==> src/rtl/reg_arb_pkg.sv <==
// Shared types and constants for the round-robin register write arbiter.
// Optional statistics feature is enabled by the REG_ARB_STATS_EN macro.
package reg_arb_pkg;

   // Arbiter FSM states.
   typedef enum logic [1:0] {
      IDLE  = 2'd0,
      GRANT = 2'd1,
      COOL  = 2'd2
   } state_t;

   // Width of the cooldown counter (GAP is limited to 0..15).
   localparam int CNT_W   = 4;
   // Width of the saturating write counter.
   localparam int STATS_W = 16;

   // Width of a requester index.
   function automatic int id_w(input int n);
      return $clog2(n);
   endfunction

endpackage

==> src/rtl/rr_pick.sv <==
// Combinational round-robin picker: returns the first set request found
// searching ptr+1, ptr+2, ... with wrap at NUM_REQ.
module rr_pick
   import reg_arb_pkg::*;
#(
   parameter  int NUM_REQ = 4,
   localparam int ID_W    = id_w(NUM_REQ)
) (
   input  logic [NUM_REQ-1:0] req,
   input  logic [ID_W-1:0]    ptr,
   output logic               any,
   output logic [ID_W-1:0]    winner,
   output logic [NUM_REQ-1:0] onehot
);

   // Index ptr+k, folded back into 0..NUM_REQ-1; k never exceeds NUM_REQ,
   // so a single subtraction is enough.
   function automatic logic [ID_W-1:0] wrap_add(input logic [ID_W-1:0] p, input int k);
      int s;
      s = int'(p) + k;
      if (s > NUM_REQ - 1) s = s - NUM_REQ;
      return ID_W'(s);
   endfunction

   // Scan candidates in priority order; the first hit wins.
   always_comb begin
      any    = 1'b0;
      winner = '0;
      onehot = '0;
      for (int k = 1; k <= NUM_REQ; k++) begin
         if (!any && req[wrap_add(ptr, k)]) begin
            any    = 1'b1;
            winner = wrap_add(ptr, k);
         end
      end
      if (any) onehot = NUM_REQ'(1) << winner;
   end

endmodule

==> src/rtl/reg_write_arbiter.sv <==
// Round-robin write arbiter for one shared W-bit register.
// Handshake: req[i] is a level held until the registered one-cycle gnt[i]
// pulse; the requester drops req[i] on the edge that ends its gnt cycle.
// req is only looked at in IDLE and wdata only on the grant edge.
// Optional REG_ARB_STATS_EN adds wr_cnt (saturating grant count) and last_id.
module reg_write_arbiter
   import reg_arb_pkg::*;
#(
   parameter  int NUM_REQ = 4,
   parameter  int W       = 8,
   parameter  int GAP     = 1,
   localparam int ID_W    = id_w(NUM_REQ)
) (
   input  logic                 clk,
   input  logic                 reset,
   input  logic                 clr,
   input  logic [NUM_REQ-1:0]   req,
   input  logic [NUM_REQ*W-1:0] wdata,
   output logic [NUM_REQ-1:0]   gnt,
   output logic [W-1:0]         q,
   output logic                 q_vld,
   output logic                 busy,
`ifdef REG_ARB_STATS_EN
   output logic [STATS_W-1:0]   wr_cnt,
   output logic [ID_W-1:0]      last_id,
`endif
   output state_t               state_dbg
);

   // Cooldown counter load value; unused when GAP is 0.
   localparam logic [CNT_W-1:0] CNT_INIT = (GAP > 0) ? CNT_W'(GAP - 1) : '0;

   state_t               state;
   state_t               state_nxt;
   logic [CNT_W-1:0]     cnt;
   logic [ID_W-1:0]      ptr;
   logic                 pick_any;
   logic [ID_W-1:0]      pick_id;
   logic [NUM_REQ-1:0]   pick_onehot;
   logic                 do_grant;

   rr_pick #(.NUM_REQ(NUM_REQ)) u_pick (
      .req    (req),
      .ptr    (ptr),
      .any    (pick_any),
      .winner (pick_id),
      .onehot (pick_onehot)
   );

   // Next-state logic; clr forces IDLE and suppresses any grant.
   always_comb begin
      state_nxt = state;
      do_grant  = 1'b0;
      case (state)
         IDLE: begin
            if (pick_any) begin
               state_nxt = GRANT;
               do_grant  = 1'b1;
            end
         end
         GRANT:   state_nxt = (GAP > 0) ? COOL : IDLE;
         COOL:    if (cnt == '0) state_nxt = IDLE;
         default: state_nxt = IDLE;
      endcase
      if (clr) begin
         state_nxt = IDLE;
         do_grant  = 1'b0;
      end
   end

   // State register.
   always_ff @(posedge clk or posedge reset) begin
      if (reset) state <= IDLE;
      else       state <= state_nxt;
   end

   // Shared register, grant pulse, round-robin pointer and cooldown counter.
   always_ff @(posedge clk or posedge reset) begin
      if (reset) begin
         q     <= '0;
         q_vld <= 1'b0;
         gnt   <= '0;
         cnt   <= '0;
         ptr   <= ID_W'(NUM_REQ - 1);
      end else if (clr) begin
         q     <= '0;
         q_vld <= 1'b0;
         gnt   <= '0;
         cnt   <= '0;
      end else begin
         gnt <= do_grant ? pick_onehot : '0;
         if (do_grant) begin
            q     <= wdata[int'(pick_id)*W +: W];
            q_vld <= 1'b1;
            ptr   <= pick_id;
         end
         if (state == GRANT) cnt <= CNT_INIT;
         else if (state == COOL && cnt != '0) cnt <= cnt - 1'b1;
      end
   end

   assign busy      = (state != IDLE);
   assign state_dbg = state;

`ifdef REG_ARB_STATS_EN
   // Grant statistics: saturating write count and latest winner.
   always_ff @(posedge clk or posedge reset) begin
      if (reset) begin
         wr_cnt  <= '0;
         last_id <= '0;
      end else if (clr) begin
         wr_cnt  <= '0;
         last_id <= '0;
      end else if (do_grant) begin
         if (wr_cnt != '1) wr_cnt <= wr_cnt + 1'b1;
         last_id <= pick_id;
      end
   end
`endif

endmodule
==> config.mk <==
export PLATFORM = sky130hd
export DESIGN_NAME = reg_write_arbiter
export DESIGN_NICKNAME = d
export VERILOG_FILES = /design/src/rtl/reg_arb_pkg.sv /design/src/rtl/rr_pick.sv /design/src/rtl/reg_write_arbiter.sv
export SDC_FILE = /design/constraint.sdc
export NUM_CORES = 1
export LEC_CHECK = 0
export CORE_MARGIN = 2
export CORE_UTILIZATION = 35
export DETAILED_ROUTE_END_ITERATION = 8
export PLACE_DENSITY = 0.75
export SETUP_SLACK_MARGIN = 0.15
export SLEW_MARGIN = 20
export SYNTH_ARGS = -nofsm -noshare
export SYNTH_HDL_FRONTEND = slang
export SYNTH_SLANG_ARGS = --single-unit
==> constraint.sdc <==
create_clock -name clk -period 2.3 [get_ports clk]
set_input_delay 0.46 -clock clk [delete_from_list [all_inputs] [get_ports clk]]
set_output_delay 0.46 -clock clk [all_outputs]
set_load 0.05 [all_outputs]
# Word-level counts from Yosys, hierarchy flattened
# Cells that the tools add are included.
# W data, S select, Z words.
# totals
reg_bits,21
in_bits,39
out_inout_bits,16
elab_cells,82
# op_classes
n_addsub,9
order_cmp,8
n_eq_ne,4
n_shift,2
muxes,37
n_bitwise,1
reduce_logical,15
# op_table
op,n
$shiftx A32 B6 Y8,1
$mux W4,6
$mux W2,11
$mux W8,2
$mux W1,13
$lt A2 B3 Y1 const B,4
$gt A3 B2 Y1 const B,3
$bmux W1 S2,4
$sub A2 B1 Y2 const B,4
$add A2 B2 Y3 const B,2
$ne A3 B3 Y1 const B,2
$pmux W2 S3,1
$add A2 B3 Y4 const B,1
$gt A4 B2 Y1 const B,1
$logic_and A1 B1 Y1,4
$logic_not A4 Y1,1
$reduce_and A2 Y1,2
$reduce_bool A2 Y1,2
$reduce_bool A4 Y1,1
$shl A1 B2 Y4 const A,1
$sub A4 B1 Y4 const B,1
$add A2 B1 Y3 const B,1
$logic_not A1 Y1,3
$reduce_bool A3 Y1,1
other kinds (4),4

# Depth between registers and ports, before layout
# Gate-level depths: netlist of run 1.
# logic_depth
word_depth,20
mapped_depth,7
mapped_depth_nobuf,7

# Cells and area by module
# From an unflattened synthesis of run 1, not the netlist that was laid out.
# unflattened
cells_unflattened,108
area_unflattened_um2,1233.7
# modules_own_cells
mod,instances,cells_per_inst,area_per_inst_um2,seq_area_each_um2
reg_write_arbiter,1,78,1032.2,528.0
rr_pick,1,30,201.4,0.0

# Worst setup path before layout of run 1
# No wires, ideal clock.
# synth_timing
path_type,register to register
start,reg ptr[1]
end,reg q[1]
setup_time_ns,0.128
arrival_ns,1.724
required_ns,2.172
slack_ns,0.448
stages_incl_launch_ff,8
n_path_buf,2
period_less_slack_ns,1.852
path_cell_list,dfstp_2 -> buf_2 -> nand2b_1 -> a21oi_1 -> o221ai_2 -> buf_6 -> mux2i_1 -> o211ai_2
# synth_via
elab_chain_len,19
word_cells_on_any_way,45
cone_classes,8 x add/sub; 4 x order compare; 1 x shift; 25 x mux; 7 x reduce/logical
# synth_lines
element,line,text
"start, declared",reg_write_arbiter.sv:36,logic [ID_W-1:0] ptr;
"start signal, assigned",reg_write_arbiter.sv:84,ptr <= ID_W'(NUM_REQ - 1);
"start signal, assigned",reg_write_arbiter.sv:95,ptr <= pick_id;
"parallel branches: the longest is 19 deep, another holds $add A2 B1 Y3",--,
"end signal, assigned",reg_write_arbiter.sv:93,q <= wdata[int'(pick_id)*W +: W];
"end, declared",reg_write_arbiter.sv:20,"output logic [W-1:0] q,"
# Parallel ways; which one is timed is not known. The select of a mux whose other input is x is not followed.
# A chain may end at the register's enable or synchronous reset.

# Worst setup path in the final report of run 1
# layout_timing
start,in req[1]
end,reg q[1]
# layout_via
elab_chain_len,16
word_cells_on_any_way,29
cone_classes,1 x shift; 21 x mux; 7 x reduce/logical
# layout_lines
element,line,text
"start, declared",reg_write_arbiter.sv:17,"input logic [NUM_REQ-1:0] req,"
"parallel branches: the longest is 16 deep, another holds $bmux W1 S2",--,
# Parallel ways; which one is timed is not known. The select of a mux whose other input is x is not followed.

==> results of run 1 <==
## power groups by stage
stage	Clock [uW]	Sequential (uW)	Combinational (uW)
after floorplan	0	682	369
after global placement	0	510	848
after detailed placement	0	514	869
after CTS	243	509	871
after global routing	255	520	925
final	236	509	871
## routing by layer
metal  track usage  vias up
met2         0.337       36
met1         0.186      587
met4        0.0599        0
li1              -      607
met5             0        -
met3        0.0223        4
## cell usage after synthesis, drive strengths merged
cell / count
nor2b: 4
ha: 2
o311ai: 1
o21ai: 2
mux2i: 9
nand2b: 5
xor2: 1
a21oi: 7
o32ai: 1
nor4: 1
xnor2: 1
o221ai: 1
nand3b: 1
dfrtp: 19
or4: 1
nand3: 17
nand2: 16
and3b: 2
nor2: 9
o311a: 1
mux2: 9
o211ai: 8
buf: 6
dfstp: 2
inv: 7
## what timing repair did
item | 4_1_cts | 5_1_grt
endpoints found under the hold margin | 0 | 0
gates resized for setup | 1 | 2
hold buffers | 0 | 0
setup endpoints to repair | 1 | 1
## worst reg2reg max path, cell delays in order (launching register included)
cell and delay, ns:
dfrtp_1 0.40, inv_1 0.10, ha_1 0.16, inv_1 0.05, o311ai_0 0.64, nor4_1 0.13
xnor2_1 0.18, nor2_1 0.06
## registers in the layout, summed over array words and instances, names as in the netlist
name       flops
q_vld          1
ptr            2
gnt            4
q              8
cnt            4
state_dbg      2
## worst paths after layout
kind / startpoint / to / slack, ns / cells after the start
max: req[1] / q[1] / 0.28 / 7
max reg2reg: cnt[0] / cnt[3] / 0.47 / 7
min reg2reg: q_vld / q_vld / 0.51 / 2
min in group asynchronous: reset / cnt[3] / 0.65 / 2
max in group asynchronous: reset / q[6] / 1.15 / 2
min: q_vld / q_vld / 0.51 / 2
## cell type report
cell class              count  area [um2]
clock buffers               4        45.0
fillers                   344        1560
inverters                   7        26.3
multi-input cells          99         718
flip-flops and latches     21         528
well taps                  48        60.1
repair buffers             68         698
## cells by family (layout without fill, tap and decap cells)
logic type | Yosys count | in the layout | share of synthesized area
adders and majority gates | 2 | 2 | 0.0190
xor gates and xnor gates | 2 | 2 | 0.0133
DFF | 21 | 21 | 0.402
muxes | 18 | 18 | 0.146
buffers and inverters | 13 | 79 | 0.0543
AOI/OAI and AO/OA | 21 | 21 | 0.157
and+or+nand+nor | 56 | 56 | 0.209
## metrics by stage
stage                     setup TNS [ns]  total power [uW]
after global placement                 0              1360
after detailed placement        -0.00230              1380
after floorplan                        0              1050
after global routing                   0              1700
after CTS                              0              1620
final                                  0              1620
==> reports/metrics.yaml, run 1 <==
outcome: "completed"
finalSetupViolations: 0
antenna_found_initial: 0
cts_setup_buffers: 0
track_usage: 0.172
ys_types: 27
dr_wl_met3_um: 162
h-tree-depth: 1
power_density_nw_per_um2: 778
grt-ovfl-total: 0
postSynthAreaPerCell_um2: 9.88
die_area_um2: 4260
gp_congestion: 0.772
finalCritPeriodShare: 0.878
synth_top_area_frac: 0.362
cp.required_ns: 2.44
area_delta_synth_final_pct: 58.0
drtPass1Iterations: 4
maxSlewHeadroom: 0.473
crit_path_max_incr_delay_ns: 0.54
setup_ws_ns: 0.281
cp.arrival_ns: 2.16
hold_class: "reg -> reg"
dp_hpwl_mm: 2.63
cts_root_buffer: "clkbuf_8"
switchingPower_uw: 639
start_util: 0.362
clkSinkCount: 21
slew_viol_final: 0
dpl_worst_slack_ns: -0.00230
io_buffer_count: 54
clk_latency_ns: 0.25
yosysWarnings: 0
fin_nets: 241
internal_power_uw: 976
place_area_um2: 2020
critical_path.top_delay_family: "simple AND/OR/NAND/NOR gates"
final_cell_area_um2: 2080
worstPathCellList: "clkdlybuf4s50_1 > or4_1 > and3b_1 > buf_4 > nand3_1 > mux2_2 > o211ai_2"
hold_slack_ns: 0.507
cts_buffers: 3
worstSetupStartpointType: "primary input"
dp.cells: 243
synth_nets: 174
swShare: 0.396
grt_pass1_vias: 1314
syn_area_um2: 1310
postRouteAntennaNets: 0
drc_errors: 0
combinationalPowerShare: 0.539
die_w_um: 65.3
rows: 22
rsz0062_at_grt: "false"
vias: 1234
p_clk_frac: 0.146
maxCapViolCount: 0
slowest_stage: "or4_1"
clk_pin_slew_worst_paths_ns: 0.08
worstPathBufferInverterCount: 2
period_needed_ns: 2.02
drt-initial-drc-count: 29
seq_power_share: 0.315
final_hold_viol_count: 0
route.detailed.wl_per_inst_um: 13.3
final_common_cell: "clkdlybuf4s50_1"
final_util: 0.571
num_antenna_cells: 0
synth.area.top_cells: "dfrtp_1 (36%), mux2_2 (7.7%), o211ai_2 (7.6%)"
totalWireLength_mm: 3.29
fin_worst_skew_ns: 0.00413
layout_common_cells: "clkdlybuf4s50_1 (53), dfrtp_1 (19), nand3_1 (17), nand2_1 (16)"
core_um2: 3630
drive_above_1_share: 0.196
worstPathMaxFanout: 5
wl_met1_mm: 1.30
vdd_ir_drop_max_mv: 0.388
p_leak_uw: 0.000883
die_height_um: 65.3
grt_pass1_wl_mm: 5.71
worstSetupPathType: "in -> reg"
stdcell_count: 247
clock_path_buffers: 2
vias_per_cell: 5.00
yosysTopAreaCell: "dfrtp_1"
grt_max_degree: 22
ys_ff_latch: 21
ios: 55
top_layer: "met4"
wl_met2_mm: 1.79
max_freq_mhz: 495
ys_seq_area_frac: 0.402
syn_inst: 133
cts_tree: "built"
cp-end-kind: "flop"
worst_pin_slew_ns: 0.789
(Power assumes the default switching activity.)
==> inputs of run 2 (changes only) <==
- PLACE_DENSITY: 0.75 -> 0.76
- SYNTH_HIERARCHICAL: unset -> 1
==> run 2 against run 1 <==
Net effect: clock-buffer cell count is 1 lower; synthesized cell count is 19% lower; power is 3.5% lower; sequential cell count stayed put; via count is 5.9% lower; critical path depth is 1 lower; first-iteration DRC count is 28% higher; final cell count is 9.7% lower; non-clock buffer count is 2 higher; highest routed layer unchanged.
==> reports/metrics.yaml, run 2 <==
outcome: "completed"
synth_flop_cell: "dfrtp_1"
yosysTopAreaCell: "dfrtp_1"
postSynthAreaPerCell_um2: 11.4  # +16%
io_buffer_count: 54  # unchanged
final_common_cell: "clkdlybuf4s50_1"
vdd_ir_drop_max_mv: 0.404  # +4.2%
setup_ws_ns: 0.211  # -0.0696 ns
cts_tree: "built"
top_register: "q"
final_hold_viol_count: 0  # unchanged
worst_pin_slew_ns: 0.619  # -0.170 ns
ys_types: 36  # +33%
area_delta_synth_final_pct: 60.0
cts_buffers: 3  # unchanged
synth_xor_area_frac: 0  # -0.0133
p_leak_uw: 0.000875  # -0.96%
grt_pass1_wl_mm: 5.21  # -8.7%
dp_hpwl_mm: 2.47  # -6.0%
power_density_nw_per_um2: 789  # +1.4%
ys_seq_area_frac: 0.428  # +0.0261
core_um2: 3360  # -7.4%
rsz0062_at_grt: "false"
drtPass1Iterations: 4  # unchanged
ys_ff_latch: 21  # unchanged
hold_class: "in -> async"
postRouteAntennaNets: 0  # unchanged
synth.area.top_cells: "dfrtp_1 (39%), mux4_2 (15%), a22o_1 (6.4%)"
synth_top_family_by_area: "compound AO/OA/AOI/OAI gates"
grt_max_degree: 22  # unchanged
maxSlewHeadroom: 0.586  # +0.113
maxCapViolCount: 0  # unchanged
yosysMostFrequentCell: "dfrtp_1"
clkSinkCount: 21  # unchanged
grt-ovfl-total: 0  # unchanged
place_area_um2: 1900  # -6.1%
num_antenna_cells: 0  # unchanged
dpl_worst_slack_ns: -0.223  # -0.221 ns
totalWireLength_mm: 3.13  # -5.0%
rows: 21  # -4.5%
top_regs: "q (8), cnt (4), gnt (4)"
worstPathMaxFanout: 7  # +2
vias_per_cell: 5.21  # +4.2%
ios: 55  # unchanged
r2r_cells: 6  # -1
drive_above_1_share: 0.237  # +0.0413
synth_common_cells: "dfrtp_1 (19), a22o_1 (9), mux4_2 (8), nor2_1 (8)"
antenna_found_initial: 0  # unchanged
cts_root_buffer: "clkbuf_4"
finalCritPeriodShare: 0.908  # +0.0302
start_util: 0.367  # +0.00525
track_usage: 0.163  # -0.00885
max_freq_mhz: 479  # -3.3%
gp_congestion: 0.816  # +5.7%
final_cell_area_um2: 1970  # -4.9%
worstSetupPathType: "reg -> reg"
fin_nets: 219  # -9.1%
cp.arrival_ns: 2.29  # +0.13 ns
vias: 1161  # -5.9%
die_w_um: 63.4  # -2.9%
clk_latency_ns: 0.30  # +0.05 ns
syn_area_um2: 1230  # -6.1%
finalSetupViolations: 0  # unchanged
slew_viol_final: 0  # unchanged
synth_top_area_frac: 0.385  # +0.0235
cp.required_ns: 2.50  # +0.06 ns
drt-initial-drc-count: 37  # +28%
route.detailed.wl_per_inst_um: 14.0  # +5.2%
period_needed_ns: 2.09  # +0.0696 ns
synth_simple_gate_area_frac: 0.166  # -0.0422
layout_common_cells: "clkdlybuf4s50_1 (51), dfrtp_1 (19), buf_4 (15), a22o_1 (9), mux4_2 (8)"
synth_nets: 149  # -14%
synth_mux_area_frac: 0.164  # +0.0186
total_power_uw: 1560  # -3.5%
clk_pin_slew_worst_paths_ns: 0.12  # +0.04 ns
h-tree-depth: 1  # unchanged
synth_fa_ha_area_frac: 0.0203  # +0.00124
yosysWarnings: 6  # +6
grt_pass1_vias: 1198  # -8.8%
synth_compound_area_frac: 0.176  # +0.0193
n_fill_cell: 308  # -10%
cp-end-kind: "flop"
die_area_um2: 4020  # -5.7%
async_flop_share: 1.00  # unchanged
synth-edff-count: 0  # unchanged
syn_inst: 108  # -19%
cts_hold_buf: 0  # unchanged
die_height_um: 63.4  # -2.9%
largest_reg_flops: 8  # unchanged
final_util: 0.587  # +0.0158
clock_path_buffers: 2  # unchanged
drc_errors: 0  # unchanged
fin_worst_skew_ns: 0.00499  # +0.000868 ns
worstSetupStartpointType: "flop"
[run 2: cell types whose count changed after synthesis, sizes merged, moves of 3 or more]
cell	before	now
nand3	17	1
nand2	16	3
a22o	0	9
mux2i	9	0
mux4	0	8
o211ai	8	0
mux2	9	2
and3	0	4
nor2b	4	1
or3	0	3
[run 2: critical path, stage by stage (launching register included)]
cell and delay, ns:
dfstp_2 0.63, nand2b_1 0.13, a22oi_1 0.07, o221ai_2 0.25, buf_6 0.18, mux4_2 0.49, a22o_1 0.23
[run 2: final timing paths]
kind	startpoint	endpoint	slack [ns]
worst max-delay path	ptr[1]	q[4]	0.21
worst min-delay path	reset	q[6]	0.48
worst max register to register	ptr[1]	q[4]	0.21
worst min register to register	q[1]	q[1]	0.53
max in group asynchronous	reset	ptr[1]	1.56
min in group clk	q[1]	q[1]	0.53
[run 2: final cells by class]
type / count / area, um2 / area share
tap: 46 / 57.6 / 0.0292
clock buffer: 3 / 22.5 / 0.0114
timing repair buffer: 70 / 668 / 0.338
multi-input combinational: 75 / 667 / 0.338
sequential: 21 / 528 / 0.267
inverter: 7 / 26.3 / 0.0133
clock inverter: 1 / 5.00 / 0.00253
[run 2: what timing repair did]
action | in CTS | in global routing
gates cloned | 0 | 1
setup endpoints to repair | 3 | 8
gates resized for setup | 1 | 9
pin swaps | 0 | 1
setup buffers | 0 | 2
endpoints found under the hold margin | 0 | 0
[run 2: logic make-up (layout without fill, tap and decap cells)]
| family | after synthesis | after routing |
|---|---|---|
| multiplexers | 10 | 10 |
| AND/OR/NAND/NOR | 34 | 34 |
| AO/OA/AOI/OAI | 29 | 29 |
| adder cells (fa/ha/maj) | 2 | 2 |
| buffers and inverters | 12 | 81 |
| flip-flops | 21 | 21 |
[run 2: per-stage QoR]
stage / TNS [ns] / instances / hold slack, ns
2_1_floorplan: 0 / 108 / 0.435
3_3_place_gp: -1.03 / 216 / 0.491
3_5_place_dp: -1.44 / 216 / 0.496
4_1_cts: 0 / 220 / 0.480
5_1_grt: 0 / 223 / 0.506
6_report: 0 / 223 / 0.480
[run 2: routing by layer]
layer,wire [um],GRT usage,vias to the layer above
li1,-,-,542
met5,0,0,-
met2,1580,0.287,58
met4,56,0.0489,0
met3,259,0.0411,8
met1,1230,0.194,553
[run 2: power breakdown]
| group | internal, uW | switching (uW) |
|---|---|---|
| sequential | 448 | 73.3 |
| combinational | 448 | 416 |
| clock | 64.8 | 109 |
